$ cat src/rtl/hash_job_sequencer.sv
// Job sequencer: RECIEVING -> HASHING -> SENDING, with abort, job counter and done pulse.
// Define HASH_SEQ_TIMEOUT_EN to add the SENDING watchdog and sticky ERROR state.
module hash_job_sequencer #(
  parameter int unsigned TICK_W         = 8,
  parameter int unsigned JOB_W          = 16,
  parameter int unsigned TIMEOUT_CYCLES = 1000000
) (
  input  logic              clk,
  input  logic              rst_i,
  input  logic              finished_recieving,
  input  logic              finished_sending,
  input  logic              second_tick,
  input  logic              abort,
  input  logic [TICK_W-1:0] cfg_hash_ticks,
  output logic              read_enable,
  output logic              hash_enable,
  output logic              write_enable,
  output logic              job_done,
  output logic [JOB_W-1:0]  job_count,
  output logic              error
);

  typedef enum logic [1:0] {
    RECIEVING = 2'd0,
    HASHING   = 2'd1,
    SENDING   = 2'd2,
    ERROR     = 2'd3
  } state_t;

  // Elaboration-time guard on the watchdog period
  if (TIMEOUT_CYCLES < 1) begin : g_bad_timeout
    $error("hash_job_sequencer: TIMEOUT_CYCLES must be >= 1");
  end

  state_t             state_q, state_d;
  logic [TICK_W-1:0]  tick_q, tick_d;
  logic [JOB_W-1:0]   count_d;
  logic               done_d;

`ifdef HASH_SEQ_TIMEOUT_EN
  localparam int unsigned WD_W = $clog2(TIMEOUT_CYCLES + 1);
  localparam logic [WD_W-1:0] WD_LAST = WD_W'(TIMEOUT_CYCLES - 1);

  logic [WD_W-1:0]    wd_q, wd_d;
`endif

  // Next-state, counter and pulse logic; abort overrides every normal transition
  always_comb begin
    state_d = state_q;
    tick_d  = tick_q;
    count_d = job_count;
    done_d  = 1'b0;
`ifdef HASH_SEQ_TIMEOUT_EN
    wd_d    = wd_q;
`endif
    if (abort) begin
      state_d = RECIEVING;
      tick_d  = '0;
`ifdef HASH_SEQ_TIMEOUT_EN
      wd_d    = '0;
`endif
    end else begin
      case (state_q)
        RECIEVING: begin
          if (finished_recieving) begin
            state_d = HASHING;
            tick_d  = (cfg_hash_ticks == '0) ? TICK_W'(1) : cfg_hash_ticks;
          end
        end
        HASHING: begin
          if (second_tick) begin
            tick_d = tick_q - TICK_W'(1);
            if (tick_q <= TICK_W'(1)) begin
              state_d = SENDING;
              tick_d  = '0;
`ifdef HASH_SEQ_TIMEOUT_EN
              wd_d    = '0;
`endif
            end
          end
        end
        SENDING: begin
          if (finished_sending) begin
            state_d = RECIEVING;
            count_d = job_count + JOB_W'(1);
            done_d  = 1'b1;
`ifdef HASH_SEQ_TIMEOUT_EN
            wd_d    = '0;
          end else if (wd_q == WD_LAST) begin
            state_d = ERROR;
            wd_d    = '0;
          end else begin
            wd_d    = wd_q + WD_W'(1);
`endif
          end
        end
`ifdef HASH_SEQ_TIMEOUT_EN
        ERROR: begin
          state_d = ERROR;
        end
`endif
        default: begin
          state_d = RECIEVING;
          tick_d  = '0;
        end
      endcase
    end
  end

  // State, counters and registered Moore outputs
  always_ff @(posedge clk or negedge rst_i) begin
    if (!rst_i) begin
      state_q      <= RECIEVING;
      tick_q       <= '0;
      job_count    <= '0;
      job_done     <= 1'b0;
      read_enable  <= 1'b1;
      hash_enable  <= 1'b0;
      write_enable <= 1'b0;
    end else begin
      state_q      <= state_d;
      tick_q       <= tick_d;
      job_count    <= count_d;
      job_done     <= done_d;
      read_enable  <= (state_d == RECIEVING);
      hash_enable  <= (state_d == HASHING);
      write_enable <= (state_d == SENDING);
    end
  end

`ifdef HASH_SEQ_TIMEOUT_EN
  always_ff @(posedge clk or negedge rst_i) begin
    if (!rst_i) begin
      wd_q  <= '0;
      error <= 1'b0;
    end else begin
      wd_q  <= wd_d;
      error <= (state_d == ERROR);
    end
  end
`else
  assign error = 1'b0;
`endif

endmodule

$ cat config.mk
export PLATFORM = sky130hd
export DESIGN_NAME = hash_job_sequencer
export DESIGN_NICKNAME = d
export VERILOG_FILES = /design/src/rtl/hash_job_sequencer.sv
export SDC_FILE = /design/constraint.sdc
export NUM_CORES = 1
export LEC_CHECK = 0
export BUFFER_PORTS_ARGS = -buffer_cell sky130_fd_sc_hd__buf_4
export CORE_MARGIN = 2
export CORE_UTILIZATION = 45
export DETAILED_ROUTE_END_ITERATION = 10
export HOLD_SLACK_MARGIN = 0.06
export PLACE_DENSITY = 0.65
export SLEW_MARGIN = 10
export SYNTH_ARGS = -nofsm -noshare
export SYNTH_HDL_FRONTEND = slang
export SYNTH_SLANG_ARGS = --single-unit
$ cat constraint.sdc
create_clock -name clk -period 5.2 [get_ports clk]
set_input_delay 0.52 -clock clk [delete_from_list [all_inputs] [get_ports clk]]
set_output_delay 0.52 -clock clk [all_outputs]
set_load 0.02 [all_outputs]
# Word level (Yosys, flattened, before mapping)
# Cells that the tools add are included.
[word_totals] input_bits=14 reg_bits=30 output_inout_bits=21
[classes] reduce_logical=5 order_cmp=1 n_mux=15 bitwise_logic=1 add_sub_neg=2 eq_ne=7
[op_table] op="8-bit two-way mux" count=5
[op_table] op="8-bit one-hot mux with 3 select lines" count=1
[op_table] op="16-bit by 1-bit adder with 16-bit output (second input constant)" count=1
[op_table] op="2-bit two-way mux" count=5
[op_table] op="8-bit by 1-bit <= comparator with 1-bit output (second input constant)" count=1
[op_table] op="8-bit logical NOT" count=1
[op_table] op="8-bit by 1-bit subtractor with 8-bit output (second input constant)" count=1
[op_table] op="3-bit inequality test (second input constant)" count=2
[op_table] op="2-bit one-hot mux with 3 select lines" count=1
[op_table] op="3-bit AND reduction" count=2
[op_table] op="2-bit by 1-bit == test with 1-bit output (second input constant)" count=2
[op_table] op="2-bit == test (second input constant)" count=2
[op_table] op="2-bit logical NOT" count=2
[op_table] op="1-bit two-way mux" count=3
[op_table] op="2-bit inequality test (second input constant)" count=1
[op_table] op="1-bit NOT" count=1

# Depth between registers and ports, before layout
# Gate-level depths: netlist of run 1.
[depth] word_depth=6 mapped_depth=6 depth_no_buf=6

# Worst setup path before layout of run 1
# Ideal clock, no wire load.
[synth_path] path_kind="reg-to-reg" start="register tick_q[3]" end="register tick_q[3]" path_stages_with_launch=5 arrival_time_ns=1.729 slack_ns=3.344 n_path_buf=0 cell_sequence="dfrtp_1 -> or4_4 -> or4_4 -> a32oi_1 -> o22ai_1"
[synth_via] elab_chain_cells=5 word_cells_on_any_way=6 cone_classes="add/sub: 1; order compare: 1; mux: 4"
[synth_rtl] element="start, declared" line="36" rtl="logic [TICK_W-1:0] tick_q, tick_d;"
[synth_rtl] element="start signal, assigned" line="122" rtl="tick_q <= tick_d;"
[synth_rtl] element="8-bit by 1-bit subtractor with 8-bit output / 8-bit by 1-bit <= comparator with 1-bit output (equally long branches)" line="72, 73"
[synth_rtl] element="8-bit two-way mux (*)" line="73" rtl="if (tick_q <= TICK_W'(1)) begin"
[synth_rtl] element="8-bit two-way mux (*)" line="71" rtl="if (second_tick) begin"
[synth_rtl] element="8-bit one-hot mux with 3 select lines (*)" line="63" rtl="case (state_q)"
[synth_rtl] element="8-bit two-way mux (*)" line="56" rtl="if (abort) begin"
# Every way passes the cells marked *; elsewhere a longest branch is shown, timed or not. The select of a mux whose other input is x is not followed.
# A chain may end at the register's enable or synchronous reset.

# Worst setup path after layout of run 1
[layout_path] start="register state_q[0]" end="register job_count[8]"
[layout_via] elab_chain_cells=2
[layout_rtl] element="start, declared" line="35" rtl="state_t state_q, state_d;"
[layout_rtl] element="start signal, assigned" line="121" rtl="state_q <= state_d;"
[layout_rtl] element="2-bit == test" line="63"
[layout_rtl] element="3-bit AND reduction (no source line)"
[layout_rtl] element="end signal, assigned" line="123" rtl="job_count <= count_d;"
[layout_rtl] element="end, declared" line="19" rtl="output logic [JOB_W-1:0] job_count,"
# No other way between the ends.

==> results of run 1 <==
[sequential cells by signal, indices dropped and copies added (netlist names)]
signal,flops
job_done,1
tick_q,8
read_enable,1
write_enable,1
job_count,16
state_q,2
hash_enable,1
[power by group through the flow]
stage	Clock (mW)	Sequential, mW	Combinational, mW
3_5_place_dp	0	0.274	0.121
2_1_floorplan	0	0.274	0.0800
5_1_grt	0.164	0.273	0.137
6_report	0.148	0.270	0.122
3_3_place_gp	0	0.273	0.118
4_1_cts	0.153	0.269	0.122
[area by class of cell]
| cell class | count | area, um^2 |
|---|---|---|
| fillers | 320 | 1440 |
| flip-flops and latches | 30 | 752 |
| multi-input cells | 106 | 732 |
| repair buffers | 33 | 248 |
| well taps | 46 | 57.6 |
| clock buffers | 7 | 55.1 |
| inverters | 7 | 26.3 |
| clock inverters | 1 | 5.00 |
[logic make-up after synthesis]
group	count (synthesis)	share of synthesized area [%]
AOI/OAI and AO/OA	32	15.0
xor gates and xnor gates	16	9.10
adders and majority gates	3	2.44
buffers and inverters	12	3.66
DFF	30	48.8
other	1	0.243
and+or+nand+nor	54	20.7
[Yosys cell counts, drive strengths merged (4+ instances only)]
cell type / n
o21ai: 8
a32oi: 4
xor2: 4
nor2: 9
dfrtp: 29
a21oi: 6
inv: 7
nand3: 7
xnor2: 12
nand2: 9
[through the flow]
step / instance area [um^2] / util [%]
global route: 1880 / 56.7
global placement: 1820 / 54.8
detailed placement: 1820 / 54.8
CTS: 1880 / 56.7
finish: 1880 / 56.7
floorplan: 1540 / -
[path summary, 6_finish.rpt]
kind                               start       endpoint  slack, ns  depth (start not counted)
max in group asynchronous          rst_i    read_enable       4.79                          1
setup reg to reg              state_q[0]   job_count[8]       3.16                          4
hold reg to reg            job_count[15]  job_count[15]       0.48                          1
hold / removal                     rst_i   job_count[2]       0.09                          1
min in group clk                   abort     state_q[1]       0.38                          2
setup / recovery              state_q[0]   job_count[8]       3.16                          4
[routing by layer]
| metal | track usage (%) | up-vias | wire length [um] | share of wire (%) |
|---|---|---|---|---|
| li1 | - | 610 | - | - |
| met1 | 23.2 | 630 | 1430 | 43 |
| met2 | 28.5 | 49 | 1530 | 47 |
| met3 | 5.05 | 11 | 221 | 6.7 |
| met4 | 11.1 | 0 | 102 | 3.1 |
| met5 | 0 | - | 0 | 0 |
==> metrics, run 1 <==
outcome complete, no violations; top-area cell type share of the netlist area 47.1%; I/O pin cnt 35; crit-path cells nand4bb_1 > nor3_1 > and3_1 > xor2_1; post-route ant nets 0; Starting Density 46.5%; clk sink count 30; Die W 62.5 um; Fmax 490 MHz; Post-Syn Nets 165; kind of critical path flip-flop to flip-flop; nets@finish 200; clk root buf clkbuf_4; Crit Path Max Fanout 11; worst slew pin tran 1.03 ns; num rows 21; Critical-path top delay cell nor3_1; vias in the first global route 1252; synthesis warning total 0; setup bufs post-CTS 0; CP Capture Type flip-flop; CP startpoint kind flip-flop; clk_lat worst skew 0.33 ns; GPL Wtd Cong 0.786; Final period util 39.2%; largest cells by area after synthesis dfrtp_1, xnor2_1, o21ai_0; layout cell share with drive strength beyond 1 25.5%; sequential share of power 49.9%; DRC viols 0; IO Port Bufs 33; Leakage Power 0.891 nW; fin. max-slew vios 0; maximum VDD drop 0.175 mV; total power 0.540 mW; P_int 0.369 mW; max cap viols 0; Psw 0.171 mW; drt total wl 3280 um; Avg Synthesized Cell Area 10.4 um^2; clk slew on worst S/H paths 0.10 ns; Final WS setup 3.16 ns; Post-synth top flop dfrtp_1; DP Worst Slack 3.09 ns; vias per cell 5.65; worst relative slew slack 31.0%; CP arrival 2.29 ns; Post-Syn Area 1540 um^2; pin count of the biggest net entering global routing 31; Final Hold Violating Endpoints 0; Clock H-tree levels 2; Inst Count DP 222; Final setup viols 0; 1st-pass router iterations 4; clk buf depth 2; Clock power frac 27.4%; most frequent cells in the layout buf_4, dfrtp_1, xnor2_1, nor2_1, nand2_1; gr usage total 18.5%; Iter 0 DRT Violations 67; Req. time, crit path 5.46 ns; Unique masters post-synth 42; Layout Cells excl Fill 230; diode count 0; first-pass GRT wire length 5690 um; hold buffer count at cts 0; Area Overhead vs Synth 21.8%; Vias 1300; die extent in y 62.5 um; post-DP HPWL 2360 um; Top Family by Delay on Critical Path simple AND/OR/NAND/NOR gates; Seq cells post-synth 30; Power Density 288 nW/um^2; unrepaired setup endpoints after global routing false; initial antenna violation count 0; CTS-repair resized insts 0; WL per Instance 14.3 um; ys async rst share 100%; worst hold path type input port to async pin; Worst Path Buf+Inv 0; sequential area share after synthesis 48.8%; gr ovfl total 0; Setup Skew 0.00895 ns; setup_tns 0 ns; area leader, netlist dfrtp_1; CORE AREA 3310 um^2; TritonCTS clock tree yes; Num CTS Buffers 5; minimum clock period after layout 2.04 ns; commonest non-fill, non-tap cell in the layout buf_4; Comb pwr share 22.6%; Synth Instances 148; Sw Share 31.7%; final hold slack 0.0869 ns; EDFF count, synth 0; Die Area 3910 um^2; Worst path max stage delay 0.61 ns
Power figures use the tool's default switching activity.
==> run 2: changes to the inputs <==
--- a/config.mk
+++ b/config.mk
@@ -10,7 +10,7 @@
 export CORE_UTILIZATION = 45
 export DETAILED_ROUTE_END_ITERATION = 10
 export HOLD_SLACK_MARGIN = 0.06
-export PLACE_DENSITY = 0.65
+export PLACE_DENSITY = 0.68
 export SLEW_MARGIN = 10
 export SYNTH_ARGS = -nofsm -noshare
 export SYNTH_HDL_FRONTEND = slang
==> constraint.sdc (replaced) <==
create_clock -name clk -period 1.8 [get_ports clk]
set_input_delay 0.18 -clock clk [delete_from_list [all_inputs] [get_ports clk]]
set_output_delay 0.18 -clock clk [all_outputs]
set_load 0.02 [all_outputs]
==> metrics, run 2 (synthesis gave the netlist of run 1 again) <==
Final WS setup -0.112 ns; hold path depth 2; commonest non-fill, non-tap cell in the layout buf_4; worst hold path type input port to flip-flop; leading registers by flop count job_count (16), tick_q (8), state_q (2); IO Port Bufs 33; vias in the first global route 1393; Crit Path Max Fanout 5; Power Density 849 nW/um^2; diode count 0; clk slew on worst S/H paths 0.10 ns; Top Family by Delay on Critical Path compound AO/OA/AOI/OAI gates; clk buf depth 2; kind of critical path flip-flop to flip-flop; hold endpoint tick_q[6]; Crit path depth 5; die extent in y 62.5 um; Req. time, crit path 2.03 ns; CORE AREA 3310 um^2; crit-path cells or4_4 > buf_4 > o41ai_4 > a21oi_1 > a221o_1; unrepaired setup endpoints after global routing true; TritonCTS clock tree yes; Num CTS Buffers 5; setup_tns -0.502 ns; layout cell share with drive strength beyond 1 34.8%; gr ovfl total 0; nets@finish 223; clk_lat worst skew 0.34 ns; CP startpoint kind flip-flop; max reg flops 16; first-pass GRT wire length 6120 um; Die Area 3910 um^2; failing checks negative setup slack; Worst path max stage delay 0.56 ns; initial antenna violation count 0; CP arrival 2.15 ns; Fmax 523 MHz; 1st-pass router iterations 4; fin. max-slew vios 0; post-route ant nets 0; most frequent cells in the layout buf_4, dfrtp_1, xnor2_1, nand2_1, nor2_1; Area Overhead vs Synth 37.5%; Clock H-tree levels 2; Leakage Power 1.02 nW; clk root buf clkbuf_4; gr usage total 20.0%; Hold Startpoint cfg_hash_ticks[6]; maximum VDD drop 0.812 mV; launching point of the worst reg2reg path tick_q[6]; Critical-path top delay cell or4_4; DRC viols 0; num rows 21; minimum clock period after layout 1.91 ns; outcome finished, violations left; pin count of the biggest net entering global routing 31; Biggest register job_count; Final setup viols 7; vias per cell 5.48; Starting Density 46.5%; drt total wl 3560 um; GPL Wtd Cong 0.851; post-place instance area 1920 um^2; Die W 62.5 um; Setup Skew 0.00432 ns; Worst R2R Setup Slack -0.11 ns; Worst Path Buf+Inv 1; WL per Instance 14.1 um; Final Hold Violating Endpoints 0; Final period util 106%; clk sink count 30; RR Endpoint tick_q[6]; Vias 1387; post-DP HPWL 2610 um; CP Capture Type flip-flop; Iter 0 DRT Violations 51; max cap viols 0; post-route cell area 2120 um^2; I/O pin cnt 35; Register-to-Register Path Depth 5
-- run 2: changes by cell type in the layout (fill, tap and decap cells not counted), sizes merged --
cell and delta:
clkinv +1, clkbuf -2, bufinv +1, dlygate4sd3 +3, buf +20
-- run 2: cell type report --
class / instances / area, um^2
Fill cell: 306 / 1190
Sequential cell: 30 / 752
Timing Repair Buffer: 56 / 428
Multi-Input combinational cell: 106 / 777
Inverter: 7 / 26.3
Clock inverter: 3 / 40.0
Tap cell: 46 / 57.6
Clock buffer: 5 / 37.5
-- run 2: how the worst max path moves through the flow --
stage | from | to | slack, ns
6_report | tick_q[6] | tick_q[6] | -0.11
5_1_grt | tick_q[1] | tick_q[6] | -0.17
4_1_cts | tick_q[6] | tick_q[1] | -0.07
3_5_place_dp | tick_q[6] | tick_q[1] | -0.10
3_3_place_gp | tick_q[6] | tick_q[3] | -0.04
2_1_floorplan | tick_q[3] | tick_q[3] | -0.04
-- run 2: through the flow --
stage / hold WS (ns) / setup slack [ns] / util [%] / cells / total power, mW
after floorplan: -0.116 / -0.0360 / - / 148 / 1.02
after global placement: 0.128 / -0.0380 / 58.0 / 236 / 1.19
after detailed placement: 0.135 / -0.102 / 58.0 / 236 / 1.21
after CTS: 0.0688 / -0.0679 / 62.7 / 251 / 1.80
after global routing: 0.0812 / -0.172 / 64.0 / 253 / 1.89
final: 0.0785 / -0.112 / 64.0 / 253 / 1.80
-- run 2: worst reg2reg max path, cell delays in order, from the launching register on --
cell	delay (ns)
dfrtp_1	0.39
or4_4	0.56
buf_4	0.16
o41ai_4	0.32
a21oi_1	0.10
a221o_1	0.28
-- run 2: what timing repair did --
action                                  CTS  global route
pin swaps                                 2             2
resized for setup                         5             4
endpoints found under the setup margin    7            12
hold endpoints to repair                 32             0
hold buffers                              3             0
buffers inserted                          4             2
-- run 2: where the power goes --
part / switching [mW] / internal (mW) / total, mW
Sequential: 0.0423 / 0.718 / 0.761
Combinational: 0.247 / 0.255 / 0.502
Clock: 0.249 / 0.287 / 0.537
Total: 0.538 / 1.26 / 1.80
-- run 2: layer usage --
layer	GRT usage, %	vias to the layer above	routed length [um]
li1	-	660	-
met3	5.59	8	264
met1	24.1	661	1490
met4	10.0	0	70
met5	0	-	0
met2	32.7	58	1740
